$ cat src/rtl/seg_pkg.sv
// Shared constants, state encoding and helpers for the multiplexed seven-segment display.
package seg_pkg;

  localparam logic [6:0] SEG_BLANK = 7'h7F;
  localparam logic [6:0] SEG_DASH  = 7'h3F;

  typedef enum logic {
    CV_IDLE = 1'b0,
    CV_RUN  = 1'b1
  } conv_state_e;

  // Active-low patterns, bit 0 = segment a ... bit 6 = segment g.
  function automatic logic [6:0] seg_digit(input logic [3:0] d);
    logic [6:0] p;
    case (d)
      4'd0:    p = 7'h40;
      4'd1:    p = 7'h79;
      4'd2:    p = 7'h24;
      4'd3:    p = 7'h30;
      4'd4:    p = 7'h19;
      4'd5:    p = 7'h12;
      4'd6:    p = 7'h02;
      4'd7:    p = 7'h78;
      4'd8:    p = 7'h00;
      4'd9:    p = 7'h10;
      default: p = SEG_BLANK;
    endcase
    return p;
  endfunction

  // Ceiling log2, never below 1 so it can size a register directly.
  function automatic int clog2(input int n);
    int r;
    r = 1;
    while ((1 << r) < n) begin
      r = r + 1;
    end
    return r;
  endfunction

endpackage

$ cat src/rtl/seg_scan_display_if.sv
// Value/strobe/status/pin bundle between the game data holder and the display driver.
interface seg_scan_display_if #(
  parameter int W0    = 9,
  parameter int W1    = 14,
  parameter int N_DIG = 8
);
  logic [W0-1:0]    val0;
  logic [W1-1:0]    val1;
  logic             load;
  logic             busy;
  logic             ovf0;
  logic             ovf1;
  logic [6:0]       seg;
  logic [N_DIG-1:0] an;

  modport master (output val0, val1, load, input busy, ovf0, ovf1, seg, an);
  modport slave  (input val0, val1, load, output busy, ovf0, ovf1, seg, an);
endinterface

$ cat src/rtl/bcd_serial_conv.sv
// Serial shift-add-3 binary to BCD converter, one bit per clock, MSB first, sticky overflow.
module bcd_serial_conv
  import seg_pkg::*;
#(
  parameter int W = 9,
  parameter int D = 3
) (
  input  logic           clk,
  input  logic           rst,
  input  logic           start,
  input  logic [W-1:0]   bin,
  output logic           busy,
  output logic           done,
  output logic [4*D-1:0] bcd,
  output logic           ovf
);
  localparam int CW = clog2(W + 1);

  conv_state_e     state_q, state_d;
  logic [W-1:0]    sh_q, sh_d;
  logic [4*D-1:0]  bcd_q, bcd_d, adj_s;
  logic            ovf_q, ovf_d;
  logic [CW-1:0]   cnt_q, cnt_d;

  // State and datapath registers.
  always_ff @(posedge clk or posedge rst) begin
    if (rst) begin
      state_q <= CV_IDLE;
      sh_q    <= '0;
      bcd_q   <= '0;
      ovf_q   <= 1'b0;
      cnt_q   <= '0;
    end else begin
      state_q <= state_d;
      sh_q    <= sh_d;
      bcd_q   <= bcd_d;
      ovf_q   <= ovf_d;
      cnt_q   <= cnt_d;
    end
  end

  // Add-3 correction of every digit that is 5 or more before the shift.
  always_comb begin
    adj_s = bcd_q;
    for (int i = 0; i < D; i++) begin
      if (bcd_q[4*i +: 4] >= 4'd5) begin
        adj_s[4*i +: 4] = bcd_q[4*i +: 4] + 4'd3;
      end else begin
        adj_s[4*i +: 4] = bcd_q[4*i +: 4];
      end
    end
  end

  // Next-state logic; done flags the final iteration in the cycle it is computed.
  always_comb begin
    state_d = state_q;
    sh_d    = sh_q;
    bcd_d   = bcd_q;
    ovf_d   = ovf_q;
    cnt_d   = cnt_q;
    done    = 1'b0;
    case (state_q)
      CV_IDLE: begin
        if (start) begin
          state_d = CV_RUN;
          sh_d    = bin;
          bcd_d   = '0;
          ovf_d   = 1'b0;
          cnt_d   = CW'(W);
        end else begin
          state_d = CV_IDLE;
        end
      end
      CV_RUN: begin
        bcd_d = {adj_s[4*D-2:0], sh_q[W-1]};
        ovf_d = ovf_q | adj_s[4*D-1];
        sh_d  = sh_q << 1;
        cnt_d = cnt_q - CW'(1);
        if (cnt_q == CW'(1)) begin
          state_d = CV_IDLE;
          done    = 1'b1;
        end else begin
          state_d = CV_RUN;
        end
      end
      default: state_d = CV_IDLE;
    endcase
  end

  // Next-state view: final result during the done cycle, held result once idle.
  assign busy = (state_q == CV_RUN);
  assign bcd  = bcd_d;
  assign ovf  = ovf_d;

endmodule

$ cat src/rtl/seg_scan_display.sv
// Two-field multiplexed seven-segment driver: atomic capture/convert, blanking, overflow dashes, scan.
module seg_scan_display
  import seg_pkg::*;
#(
  parameter int W0          = 9,
  parameter int D0          = 3,
  parameter int W1          = 14,
  parameter int D1          = 4,
  parameter int GAP         = 1,
  parameter int REFRESH_DIV = 17,
  parameter int BLANK_LZ    = 1
) (
  input  logic             clk,
  input  logic             rst,
  seg_scan_display_if.slave bus
);
  localparam int N_DIG = D0 + GAP + D1;
  localparam int IW    = clog2(N_DIG);

  logic                     start_s, all_done_s;
  logic                     eb0_s, dn0_s, ov0_s, eb1_s, dn1_s, ov1_s;
  logic [4*D0-1:0]          bcd0_s;
  logic [4*D1-1:0]          bcd1_s;
  logic [D0-1:0][6:0]       fld0_s;
  logic [D1-1:0][6:0]       fld1_s;
  logic                     nz0_s, nz1_s;
  logic                     busy_q, busy_d, ovf0_q, ovf0_d, ovf1_q, ovf1_d;
  logic [N_DIG-1:0][6:0]    disp_q, disp_d;
  logic [REFRESH_DIV-1:0]   presc_q;
  logic [IW-1:0]            idx_q, idx_d;
  logic [N_DIG-1:0]         an_q, an_d;
  logic [6:0]               seg_q, seg_d;

  assign start_s    = bus.load & ~busy_q;
  assign all_done_s = busy_q & (dn0_s | ~eb0_s) & (dn1_s | ~eb1_s);

  bcd_serial_conv #(.W(W0), .D(D0)) u_conv0 (
    .clk(clk), .rst(rst), .start(start_s), .bin(bus.val0),
    .busy(eb0_s), .done(dn0_s), .bcd(bcd0_s), .ovf(ov0_s)
  );

  bcd_serial_conv #(.W(W1), .D(D1)) u_conv1 (
    .clk(clk), .rst(rst), .start(start_s), .bin(bus.val1),
    .busy(eb1_s), .done(dn1_s), .bcd(bcd1_s), .ovf(ov1_s)
  );

  // Low field codes, walking down from the top digit to find the first non-zero one.
  always_comb begin
    fld0_s = '0;
    nz0_s  = 1'b0;
    for (int i = D0 - 1; i >= 0; i--) begin
      if (ov0_s) begin
        fld0_s[i] = SEG_DASH;
      end else if ((BLANK_LZ != 0) && !nz0_s && (i != 0) && (bcd0_s[4*i +: 4] == 4'd0)) begin
        fld0_s[i] = SEG_BLANK;
      end else begin
        fld0_s[i] = seg_digit(bcd0_s[4*i +: 4]);
      end
      nz0_s = nz0_s | (bcd0_s[4*i +: 4] != 4'd0);
    end
  end

  // High field codes, same rules as the low field.
  always_comb begin
    fld1_s = '0;
    nz1_s  = 1'b0;
    for (int i = D1 - 1; i >= 0; i--) begin
      if (ov1_s) begin
        fld1_s[i] = SEG_DASH;
      end else if ((BLANK_LZ != 0) && !nz1_s && (i != 0) && (bcd1_s[4*i +: 4] == 4'd0)) begin
        fld1_s[i] = SEG_BLANK;
      end else begin
        fld1_s[i] = seg_digit(bcd1_s[4*i +: 4]);
      end
      nz1_s = nz1_s | (bcd1_s[4*i +: 4] != 4'd0);
    end
  end

  // Capture/busy control and the atomic display/overflow update; gap digits keep their reset blank.
  always_comb begin
    disp_d = disp_q;
    ovf0_d = ovf0_q;
    ovf1_d = ovf1_q;
    if (start_s) begin
      busy_d = 1'b1;
    end else if (all_done_s) begin
      busy_d = 1'b0;
      ovf0_d = ov0_s;
      ovf1_d = ov1_s;
      for (int i = 0; i < D0; i++) begin
        disp_d[i] = fld0_s[i];
      end
      for (int i = 0; i < D1; i++) begin
        disp_d[N_DIG - D1 + i] = fld1_s[i];
      end
    end else begin
      busy_d = busy_q;
    end
  end

  // Digit index advance on prescaler terminal count, plus the next pin values.
  always_comb begin
    if (&presc_q) begin
      if (idx_q == IW'(N_DIG - 1)) begin
        idx_d = '0;
      end else begin
        idx_d = idx_q + IW'(1);
      end
    end else begin
      idx_d = idx_q;
    end
    an_d  = ~(N_DIG'(1) << idx_d);
    seg_d = disp_q[idx_d];
  end

  // All registers of the control path, display store and scan.
  always_ff @(posedge clk or posedge rst) begin
    if (rst) begin
      busy_q  <= 1'b0;
      ovf0_q  <= 1'b0;
      ovf1_q  <= 1'b0;
      disp_q  <= {N_DIG{SEG_BLANK}};
      presc_q <= '0;
      idx_q   <= '0;
      an_q    <= ~(N_DIG'(1));
      seg_q   <= SEG_BLANK;
    end else begin
      busy_q  <= busy_d;
      ovf0_q  <= ovf0_d;
      ovf1_q  <= ovf1_d;
      disp_q  <= disp_d;
      presc_q <= presc_q + REFRESH_DIV'(1);
      idx_q   <= idx_d;
      an_q    <= an_d;
      seg_q   <= seg_d;
    end
  end

  assign bus.busy = busy_q;
  assign bus.ovf0 = ovf0_q;
  assign bus.ovf1 = ovf1_q;
  assign bus.seg  = seg_q;
  assign bus.an   = an_q;

endmodule

$ cat src/flat_wrapper.sv
// flat-port wrapper written by rule: the top's interface ports become plain ports
module seg_scan_display_flat import seg_pkg::*;
#(
  parameter int W0          = 9,
  parameter int D0          = 3,
  parameter int W1          = 14,
  parameter int D1          = 4,
  parameter int GAP         = 1,
  parameter int REFRESH_DIV = 17,
  parameter int BLANK_LZ    = 1
)
  (clk, rst, bus_val0, bus_val1, bus_load, bus_busy, bus_ovf0, bus_ovf1, bus_seg, bus_an);
  seg_scan_display_if #(.W0(W0), .W1(W1), .N_DIG((D0 + GAP + D1))) bus_i ();
  input  logic clk;
  input  logic rst;
  input wire logic [$bits(bus_i.val0)-1:0] bus_val0;
  input wire logic [$bits(bus_i.val1)-1:0] bus_val1;
  input wire logic [$bits(bus_i.load)-1:0] bus_load;
  output wire logic [$bits(bus_i.busy)-1:0] bus_busy;
  output wire logic [$bits(bus_i.ovf0)-1:0] bus_ovf0;
  output wire logic [$bits(bus_i.ovf1)-1:0] bus_ovf1;
  output wire logic [$bits(bus_i.seg)-1:0] bus_seg;
  output wire logic [$bits(bus_i.an)-1:0] bus_an;
  assign bus_i.val0 = bus_val0;
  assign bus_i.val1 = bus_val1;
  assign bus_i.load = bus_load;
  assign bus_busy = bus_i.busy;
  assign bus_ovf0 = bus_i.ovf0;
  assign bus_ovf1 = bus_i.ovf1;
  assign bus_seg = bus_i.seg;
  assign bus_an = bus_i.an;
  seg_scan_display #(.W0(W0), .D0(D0), .W1(W1), .D1(D1), .GAP(GAP), .REFRESH_DIV(REFRESH_DIV), .BLANK_LZ(BLANK_LZ)) u_core (.clk(clk), .rst(rst), .bus(bus_i));
endmodule
$ cat config.mk
export PLATFORM = sky130hd
export DESIGN_NAME = seg_scan_display_flat
export DESIGN_NICKNAME = d
export VERILOG_FILES = /design/src/rtl/seg_pkg.sv /design/src/rtl/seg_scan_display_if.sv /design/src/rtl/bcd_serial_conv.sv /design/src/rtl/seg_scan_display.sv /design/src/flat_wrapper.sv
export SDC_FILE = /design/constraint.sdc
export NUM_CORES = 1
export LEC_CHECK = 0
export CAP_MARGIN = 10
export CORE_ASPECT_RATIO = 0.8
export CORE_MARGIN = 10
export CORE_UTILIZATION = 45
export DETAILED_ROUTE_END_ITERATION = 6
export GPL_TIMING_DRIVEN = 0
export SLEW_MARGIN = 20
export SYNTH_ARGS = -nofsm -noshare
export SYNTH_HDL_FRONTEND = slang
export SYNTH_HIERARCHICAL = 1
export SYNTH_SLANG_ARGS = --single-unit
export TNS_END_PERCENT = 10
$ cat constraint.sdc
create_clock -name clk -period 4.11 [get_ports clk]
set_clock_uncertainty 0.05 [all_clocks]
set_input_delay 0.822 -clock clk [delete_from_list [all_inputs] [get_ports clk]]
set_output_delay 0.822 -clock clk [all_outputs]
set_load 0.01 [all_outputs]
==> flow_summary.rst <==
.. list-table::
   :header-rows: 1

   * - Metric
     - Value
   * - Post-detailed-route count of antenna-violating nets
     - 0
   * - Pwr dens
     - 810.3 nW/um2
   * - Worst reg2reg setup slack
     - about 0.76 ns
   * - Clock Pin Slew Worst Setup and Hold Paths
     - 0.06 ns
   * - Initial standard-cell utilization of the core
     - 45.97%
   * - Y dimension of the die
     - ~140 um
   * - Path type of the worst setup path
     - in -> reg
   * - Post-route setup TNS
     - 0 ns
   * - Worst hold slack across all endpoints
     - 0.3935 ns
   * - Arrival time at the worst endpoint
     - approximately 4.1 ns
   * - Clk Latency, worst-skew pair
     - ~0.43 ns
   * - Largest fanout of any net on the critical path
     - 10
   * - Final min period
     - ~3.8 ns
   * - DRT iter0 DRCs
     - 727
   * - Std-Cell Core Area
     - approximately 19000 um2
   * - Final hold violation count
     - 0
   * - WHS Path Cells
     - 1
   * - Gr usage total
     - roughly 17%
   * - Area grow syn2layout
     - 15.99%
   * - Number of buffers added by the clock tree synthesis step
     - 17
   * - Area taken by multi-input logic gates
     - roughly 4500 um2
   * - Total number of clock tree sinks
     - 150
   * - Yosys cell types
     - 79
   * - Longest Clk Path Bufs
     - 2
   * - Leak Pwr
     - roughly 4.3 nW
   * - Hold WC Path Type
     - reg -> reg
   * - Highest Clock Rate
     - around 260 MHz
   * - Buffers inserted by post-CTS timing repair
     - 0
   * - Number of global-route vias before repair
     - 6579
   * - Num rows
     - 45
   * - Register Area
     - roughly 3800 um2
   * - DRC violations left
     - 0
   * - Count of maximum capacitance violations
     - 0
   * - Die Outline Area
     - 25520 um2
   * - Register area share after synthesis
     - a little over two fifths
   * - Slew at the pin with the worst max-slew slack
     - between 0.9 and 1 ns
   * - First-pass GRT wire length
     - approximately 34000 um
   * - EDFF count, synth
     - 0
   * - Final-report setup violation count
     - 0
   * - Total of fill cells in the finished design
     - around 1700
   * - Count of antenna diodes in the layout
     - 0
   * - Total length of routed wires
     - a little over 20000 um
   * - Master cell of the clock root buffer
     - sky130_fd_sc_hd__clkbuf_16
   * - Net count after synthesis
     - between 900 and 1000
   * - I/O pins
     - 44
   * - Total standard cell area after synthesis
     - 8773 um2
   * - Share of the cycle needed by the critical path after routing
     - 92.47%
   * - Final weighted congestion in routability-driven placement
     - just under 0.9
   * - Share of final-layout standard cells stronger than drive strength 1
     - 18.55%
   * - HPWL after detailed placement
     - 14890 um
   * - Port Buf Inserts
     - 43
   * - Overflow left after global routing
     - 0
   * - Syn Inst Count
     - a little under 900
   * - Setup repair after global routing missed its margin
     - no
   * - Start point of the worst hold path
     - u_core/presc_q[0]
   * - Number of warnings reported in the yosys synthesis log
     - 6
   * - Data required time of the critical path
     - 4.43 ns
   * - Worst reg2reg path startpoint
     - u_core/bus.busy
   * - Commonest cells after routing, fill and taps aside
     - sky130_fd_sc_hd__dfrtp_1, sky130_fd_sc_hd__nand2_1, sky130_fd_sc_hd__dfstp_2
   * - CTS tree
     - yes
   * - Most common cell after layout, fill and taps aside
     - sky130_fd_sc_hd__dfrtp_1
   * - Die outline width
     - 176.1 um
   * - Commonest register cell after synthesis
     - sky130_fd_sc_hd__dfrtp_1
   * - Maximum number of pins on one net before global-route repair
     - between 40 and 50
   * - Share of flip-flops with an asynchronous set or reset after synthesis
     - 100.0%
   * - Headroom to the max-slew limit
     - a little under two fifths
   * - R2r endpoint
     - u_core/disp_q[40]
   * - IR Drop Worst-Case VDD
     - 0.3403 mV
   * - Routed vias
     - between 6000 and 7000
   * - Number of instances resized during post-cts repair
     - 0
   * - First-pass iteration count of the detailed router
     - 6
   * - Hold Buf Count CTS
     - 0
   * - R2r worst-path depth
     - 10
   * - Worst min-delay path endpoint
     - u_core/presc_q[0]
   * - Maximum level of the CTS H-tree
     - 4
   * - Status
     - complete, no violations
   * - Initial antenna violation count
     - 0
   * - Final Max Tran Viols
     - 0
   * - Per-cell routed wire length
     - ~17 um
   * - Nets@finish
     - between 1000 and 1500
   * - Mapped Avg Cell Area
     - ~10 um2
   * - Type of element launching the critical path
     - primary input
   * - Setup crit end kind
     - flop
   * - Via density
     - ~5.5
   * - Flops & latches, synth
     - 150
logic make-up (layout without fill, tap and decap cells):
kind of cell,after synthesis,count (layout),synth area share [%]
AOI/OAI and AO/OA,236,236,19.67
xor gates and xnor gates,23,23,2.296
adders and majority gates,57,57,8.129
buffers and inverters,99,176,5.319
DFF,150,150,43.68
muxes,40,40,4.606
and+or+nand+nor,272,272,16.30
power by group:
part | switching [mW] | total, mW | internal, mW | leakage (nW)
sequential | 0.389 | 2.47 | 2.08 | 1.77
clock | 0.682 | 1.59 | 0.908 | 0.283
combinational | 2.47 | 4.19 | 1.72 | 2.25
total | 3.54 | 8.25 | 4.71 | 4.31
worst max-delay path: stages:
cell and delay, ns:
sky130_fd_sc_hd__clkdlybuf4s50_1 0.47, sky130_fd_sc_hd__nor2b_1 0.65, sky130_fd_sc_hd__nor2_1 0.27, sky130_fd_sc_hd__buf_2 0.27, sky130_fd_sc_hd__a22o_1 0.34, sky130_fd_sc_hd__inv_1 0.12, sky130_fd_sc_hd__ha_1 0.18, sky130_fd_sc_hd__nor4b_4 0.26
sky130_fd_sc_hd__nand3_2 0.17, sky130_fd_sc_hd__o311ai_4 0.35, sky130_fd_sc_hd__o22a_1 0.21
state kept, by name, indices dropped and copies added (netlist names), 3 cells and up:
name                  cells
u_core/idx_q              3
u_core/u_conv0/sh_q       9
u_core/u_conv1/bcd_q     16
u_core/disp_q            49
u_core/presc_q           17
u_core/bus.an             8
u_core/u_conv0/bcd_q     12
u_core/u_conv0/cnt_q      4
u_core/u_conv1/cnt_q      4
u_core/u_conv1/sh_q      14
u_core/bus.seg            7
Yosys cell counts (all sizes together), types with 5 or more instances:
library cell | count | area (um2)
a211oi | 10 | 80.07
a21o | 6 | 45.04
a21oi | 46 | 249.0
a221oi | 16 | 177.7
a22o | 11 | 97.59
a31oi | 17 | 106.4
and2 | 9 | 56.30
and3 | 7 | 43.79
buf | 31 | 207.7
clkbuf | 13 | 50.04
dfrtp | 87 | 2177
dfstp | 63 | 1655
ha | 57 | 713.2
inv | 55 | 209.0
mux2i | 37 | 370.4
nand2 | 83 | 314.1
nand2b | 21 | 131.4
nand3 | 20 | 110.1
nand4 | 5 | 31.28
nor2 | 62 | 251.5
nor2b | 8 | 55.06
nor3 | 15 | 80.08
nor3b | 12 | 90.09
o211ai | 7 | 52.55
o21ai | 54 | 270.3
o22a | 35 | 306.5
or3 | 8 | 50.05
xnor2 | 18 | 157.7
xor2 | 5 | 43.79
layer usage:
metal  track usage (%)  vias to the layer above  part of all wire (%)
met5                 0                        -                     0
li1                  -                     3279                     -
met1             23.66                     3288                    50
met2             25.26                      107                    44
met3             3.470                       13                   4.7
met4             4.720                        0                  0.95
worst max path at each step:
stage	startpoint	endpoint	slack (ns)
detailed placement	bus_load	u_core/disp_q[40]	-0.14
global placement	rst	u_core/presc_q[3]	-0.43
floorplan	rst	u_core/bus.an[0]	1.09
global route	bus_load	u_core/disp_q[40]	0.03
finish	bus_load	u_core/disp_q[40]	0.31
CTS	bus_load	u_core/disp_q[40]	0.30
final cells by class:
| class | instances | area share, % |
|---|---|---|
| buffer | 44 | 2.533 |
| timing repair buffer | 45 | 4.697 |
| sequential | 150 | 37.66 |
| inverter | 55 | 2.078 |
| tap | 258 | 3.172 |
| clock buffer | 17 | 4.181 |
| multi-input combinational | 628 | 44.02 |
| clock inverter | 15 | 1.660 |
stage by stage:
step                      cells  util [%]  setup slack (ns)  power, mW  instance area, um2
after global routing       1212     53.31           0.02819      9.009               10180
after floorplan             877         -             1.092      5.588                8773
after global placement     1178     49.91           -0.4332      6.603                9527
after detailed placement   1180     50.20           -0.1430      6.657                9582
final                      1212     53.31            0.3095      8.246               10180
after CTS                  1212     53.31            0.2987      8.289               10180
Note: power is estimated with default switching activity, not from simulation.
